`src/rtl/ul4_seq.sv`:
```
// ul4_seq: command FIFO, issue FSM and result capture wrapped around the
// combinational 4-bit logic unit ul4. Commands enter over valid/ready, are
// replayed one at a time onto ul4's a/b/s inputs, and each result is
// registered and offered downstream with a zero flag.
module ul4_seq #(
    parameter int WIDTH = 4,
    parameter int DEPTH = 2
) (
    input  logic             clk,
    input  logic             rst_n,
    input  logic             cmd_valid,
    output logic             cmd_ready,
    input  logic [WIDTH-1:0] cmd_a,
    input  logic [WIDTH-1:0] cmd_b,
    input  logic [1:0]       cmd_s,
    input  logic             cmd_acc,
    output logic [WIDTH-1:0] ul_a,
    output logic [WIDTH-1:0] ul_b,
    output logic [1:0]       ul_s,
    input  logic [WIDTH-1:0] ul_out,
    output logic             res_valid,
    input  logic             res_ready,
    output logic [WIDTH-1:0] res_data,
    output logic             res_zero
);

    localparam int AW = (DEPTH > 1) ? $clog2(DEPTH) : 1;
    localparam int CW = $clog2(DEPTH + 1);
    // entry layout: {acc, s, a, b}
    localparam int EW = 2 * WIDTH + 3;

    typedef enum logic [1:0] {IDLE, EXEC, CAP} state_t;

    state_t            state;
    logic [EW-1:0]     mem [DEPTH];
    logic [AW-1:0]     wr_ptr;
    logic [AW-1:0]     rd_ptr;
    logic [CW-1:0]     count;
    logic              push;
    logic              pop;
    logic [EW-1:0]     head;
    logic              head_acc;
    logic [1:0]        head_s;
    logic [WIDTH-1:0]  head_a;
    logic [WIDTH-1:0]  head_b;
    logic [WIDTH-1:0]  acc;

    // Ready comes from the registered count only, so a pop in the same cycle
    // never lets a push into a full FIFO.
    assign cmd_ready = (count != CW'(DEPTH));
    assign push      = cmd_valid && cmd_ready;
    assign pop       = (state == IDLE) && (count != '0);

    assign head     = mem[rd_ptr];
    assign head_acc = head[EW-1];
    assign head_s   = head[EW-2 -: 2];
    assign head_a   = head[2*WIDTH-1 -: WIDTH];
    assign head_b   = head[WIDTH-1:0];

    assign res_zero = (res_data == '0);

    // FIFO storage; contents are don't-care while empty, so no reset needed
    always_ff @(posedge clk) begin
        if (push)
            mem[wr_ptr] <= {cmd_acc, cmd_s, cmd_a, cmd_b};
    end

    // FIFO pointers and occupancy; pointers wrap naturally since DEPTH is 2^n
    always_ff @(posedge clk) begin
        if (!rst_n) begin
            wr_ptr <= '0;
            rd_ptr <= '0;
            count  <= '0;
        end else begin
            if (push)
                wr_ptr <= wr_ptr + AW'(1);
            if (pop)
                rd_ptr <= rd_ptr + AW'(1);
            case ({push, pop})
                2'b10:   count <= count + CW'(1);
                2'b01:   count <= count - CW'(1);
                default: ;
            endcase
        end
    end

    // Issue/capture FSM: IDLE pops onto ul4, EXEC lets it settle, CAP
    // registers the result once the output slot is free.
    always_ff @(posedge clk) begin
        if (!rst_n) begin
            state     <= IDLE;
            ul_a      <= '0;
            ul_b      <= '0;
            ul_s      <= '0;
            res_valid <= 1'b0;
            res_data  <= '0;
            acc       <= '0;
        end else begin
            // a consume frees the slot; a capture below in the same cycle wins
            if (res_valid && res_ready)
                res_valid <= 1'b0;
            case (state)
                IDLE: begin
                    if (pop) begin
                        // acc is only written in CAP, so a chained command
                        // always sees the previous command's result here
                        ul_a  <= head_acc ? acc : head_a;
                        ul_b  <= head_b;
                        ul_s  <= head_s;
                        state <= EXEC;
                    end
                end
                EXEC: state <= CAP;
                CAP: begin
                    if (!res_valid || res_ready) begin
                        res_data  <= ul_out;
                        acc       <= ul_out;
                        res_valid <= 1'b1;
                        state     <= IDLE;
                    end
                end
                default: state <= IDLE;
            endcase
        end
    end

endmodule
```
`config.mk`:
```
export PLATFORM = sky130hd
export DESIGN_NAME = ul4_seq
export DESIGN_NICKNAME = d
export VERILOG_FILES = /design/src/rtl/ul4_seq.sv
export SDC_FILE = /design/constraint.sdc
export NUM_CORES = 1
export LEC_CHECK = 0
export CORE_MARGIN = 4
export CORE_UTILIZATION = 40
export CTS_CLUSTER_DIAMETER = 40
export DETAILED_ROUTE_END_ITERATION = 10
export PLACE_DENSITY = 0.72
export RECOVER_POWER = 25
export SETUP_SLACK_MARGIN = 0.2
export SLEW_MARGIN = 20
export SYNTH_ARGS = -nofsm -noshare
export SYNTH_HDL_FRONTEND = slang
export SYNTH_SLANG_ARGS = --single-unit
```
`constraint.sdc`:
```
create_clock -name clk -period 2.6 [get_ports clk]
set_input_delay 0.52 -clock clk [delete_from_list [all_inputs] [get_ports clk]]
set_output_delay 0.52 -clock clk [all_outputs]
set_load 0.01 [all_outputs]
```
==> impl_metrics.toml <==
[yosys]
synth-edff-count = 22
flip_flop_and_latch_count_after_synthesis = 44
synth_top_cells_by_area = "sky130_fd_sc_hd__edfxtp_1 40%, sky130_fd_sc_hd__dfxtp_1 27%, sky130_fd_sc_hd__a21oi_1 6.1%"
seq_area_frac_synth = 0.670
syn_area_per_cell_um2 = 12.8
post_synth_most_frequent_cells = "22 x sky130_fd_sc_hd__dfxtp_1, 22 x sky130_fd_sc_hd__edfxtp_1, 20 x sky130_fd_sc_hd__a21oi_1, 10 x sky130_fd_sc_hd__a211oi_1, 6 x sky130_fd_sc_hd__mux2i_1"
synthesis.nets = 148
synth_ff_type = "sky130_fd_sc_hd__edfxtp_1"
syn_warnings = 0
yosys.cell_types.count = 28
ffs_w_async_s_r_synth = 0
synth_area_um2 = 1640
syn_inst = 128
synth_top_area_cell = "sky130_fd_sc_hd__edfxtp_1"
synthDominantCellAreaShare = 0.402

[min_path]
hold_path.startpoint = "rd_ptr"
timing.hold.worst_endpoint = "rd_ptr"
timing.hold.worst.class = "reg2reg"
hold_path_depth = 2

[critical_path]
crit_path_end_kind = "output pin"
cp_cell_sequence = "nor4_1 -> clkdlybuf4s50_1"
critical_path_peak_fanout = 4
worst_case_register_to_register_setup_slack_ps = 890
timing.reg2reg.worst_path_depth = 6
setup.worst_path.class = "reg2out"
crit_path_max_incr_delay_ps = 600
r2r-end = "count[1]"
r2r_start = "count[0]"
critPathLaunchType = "flip-flop"
slowest_stage = "sky130_fd_sc_hd__clkdlybuf4s50_1"
worstPathArrival_ps = 1580
timing.critical_path.required_ps = 2080

[drt]
detail_routed_via_count_per_cell = 5.18
drt_pass1_iterations = 4
wl_cell_um = 14.4
residual_drc = 0
route.vias.total = 1118
ant_nets = 0
initialDrtViolationCount = 67
routed_wirelength_mm = 3.11

[clock_tree]
ctsRootBufferMaster = "sky130_fd_sc_hd__clkbuf_8"
cts_max_level = 2
cts_inserted_buffers = 5
clock_pin_slew_on_the_worst_setup_and_hold_paths_ps = 80
tritoncts = "built"
cts_post_setup_buffers_inserted = 0
cts_hold_buf = 0
cts_num_sinks = 44
worst_skew_pair.late_latency_ps = 290
cts-root-to-sink-buffers = 2
post_cts_resized = 0

[sta]
setup_repair_after_global_routing_missed_its_margin = "no"
min_period_over_period = 0.807
relSlewSlack = 0.511
setup_viol = 0
finalClockSkew_ps = 6.63
timing_hold_violations_final = 0
number_of_max_slew_violations_in_the_final_report = 0
max_freq_ghz = 0.476
measured_slew_at_the_worst_slew_check_pin_ps = 731
period_needed_ps = 2100
finalSetupTns_ps = 0
final_critical_path_setup_slack_ps = 501

[run]
max-cap-violations = 0

[finish]
design.final.nets = 185
n_antenna_cell = 0
sequential_cell_area_um2 = 1100
multiInputGateArea_um2 = 500
final_cells = 216
area_growth_syn_to_layout_pct = 30.3
final.fill_count = 338
share_of_final_layout_standard_cells_stronger_than_drive_strength_1 = 0.0723

[placement]
dp.final_hpwl_mm = 2.33
globalplace.congestion = 0.711
dpl_worst_slack_ps = 579
numPlacedInstances = 208
placement.io_buffers = 35

[global_routing]
grt_pass1_vias = 1108
grt_first_pass_wirelength_mm = 5.07
overflow = 0
global_route_usage_over_all_layers = 0.129
maximum_number_of_pins_on_one_net_before_global_route_repair = 22
antenna_found_initial = 0

[power]
peakVddDrop_v = 0.000491
power.static_leakage_uw = 0.000736
pwr_density_cell_nw_per_um2 = 1090

[floorplan]
start_util = 0.411
floorplan.io_pins = 36
core_area_um2 = 4000
floorplan_die_area_um2 = 5200
die_height_um = 72.1
rows = 23
die_width_um = 72.1

[outcome]
status = "complete, no violations"
==> layout make-up <==
cell class | count | share of cell area
repair buffers | 36 | 0.167
flip-flops and latches | 44 | 0.514
multi-input cells | 76 | 0.234
inverters | 2 | 0.00351
clock buffers | 5 | 0.0321
clock inverters | 3 | 0.0199
well taps | 50 | 0.0292
==> metal layers <==
layer | vias to the layer above | wire length (um) | GRT usage
met1 | 531 | 1290 | 0.147
met4 | 0 | 59 | 0.0772
li1 | 563 | - | -
met3 | 5 | 116 | 0.0360
met5 | - | 0 | 0
met2 | 19 | 1640 | 0.214
==> worst max path at each step <==
stage                     startpoint  endpoint  slack, ps  cells past startpoint
after CTS                     acc[3]  res_zero        500                      2
final                         acc[3]  res_zero        500                      2
after global routing          acc[3]  res_zero        430                      2
after detailed placement   cmd_valid  count[1]        580                      5
after global placement     cmd_valid  count[1]        620                      5
after floorplan             count[0]  count[1]       1000                      6
==> power breakdown <==
part	internal, uW	switching [uW]	leakage [uW]
Combinational	409	381	0.000300
Clock	283	218	0.0000503
Sequential	905	129	0.000386
Total	1600	728	0.000736
==> stage by stage <==
| stage | util | total power [uW] | hold slack [ps] | cell area (um^2) |
|---|---|---|---|---|
| 2_1_floorplan | - | 1530 | 463 | 1640 |
| 3_3_place_gp | 0.507 | 1820 | 483 | 2030 |
| 3_5_place_dp | 0.507 | 1850 | 489 | 2030 |
| 4_1_cts | 0.535 | 2350 | 501 | 2140 |
| 5_1_grt | 0.535 | 2470 | 523 | 2140 |
| 6_report | 0.535 | 2330 | 495 | 2140 |
==> cell families (layout without fill, tap and decap cells) <==
logic type / after synthesis / after routing / share of synthesized area
multiplexers: 7 / 7 / 0.0457
XOR/XNOR: 2 / 2 / 0.0107
adder cells (fa/ha/maj): 1 / 1 / 0.00761
AND/OR/NAND/NOR: 25 / 25 / 0.0838
AO/OA/AOI/OAI: 41 / 41 / 0.157
flip-flops: 44 / 44 / 0.670
buffers and inverters: 8 / 46 / 0.0251
==> placed cells by master, fill, tap and decap left out <==
master	n
sky130_fd_sc_hd__clkdlybuf4s50_1	24
sky130_fd_sc_hd__dfxtp_1	22
sky130_fd_sc_hd__edfxtp_1	22
sky130_fd_sc_hd__a21oi_1	20
sky130_fd_sc_hd__dlygate4sd3_1	11
sky130_fd_sc_hd__a211oi_1	10
sky130_fd_sc_hd__mux2i_1	6
sky130_fd_sc_hd__nor2_1	5
sky130_fd_sc_hd__o21ai_0	5
sky130_fd_sc_hd__clkbuf_8	5
sky130_fd_sc_hd__nor2b_1	4
sky130_fd_sc_hd__a222oi_1	4
sky130_fd_sc_hd__nand3_1	4
sky130_fd_sc_hd__nand2b_1	3
sky130_fd_sc_hd__nand3b_1	2
sky130_fd_sc_hd__inv_1	2
sky130_fd_sc_hd__and3_1	2
sky130_fd_sc_hd__nor3_1	1
sky130_fd_sc_hd__nor4_1	1
sky130_fd_sc_hd__o31ai_1	1
sky130_fd_sc_hd__or2_2	1
sky130_fd_sc_hd__nand2_1	1
sky130_fd_sc_hd__mux2_4	1
sky130_fd_sc_hd__xor2_1	1
sky130_fd_sc_hd__a21bo_2	1
sky130_fd_sc_hd__xnor2_1	1
sky130_fd_sc_hd__or3_1	1
sky130_fd_sc_hd__ha_1	1
sky130_fd_sc_hd__clkinvlp_4	1
sky130_fd_sc_hd__bufinv_16	1
sky130_fd_sc_hd__clkinvlp_2	1
sky130_fd_sc_hd__buf_4	1
==> flip-flops by register name (all words and copies together), names as in the netlist, named ones only <==
register   flops
res_valid      1
wr_ptr         1
count          2
state          2
acc            4
ul_s           2
ul_a           4
ul_b           4
rd_ptr         1
mem           22
==> worst max-delay path, delay by kind of cell (launching register included) <==
family	cells	cell delay (ps)
buf+inv	1	600
simple gates	1	330
flops	1	360
Power figures use the tool's default switching activity.
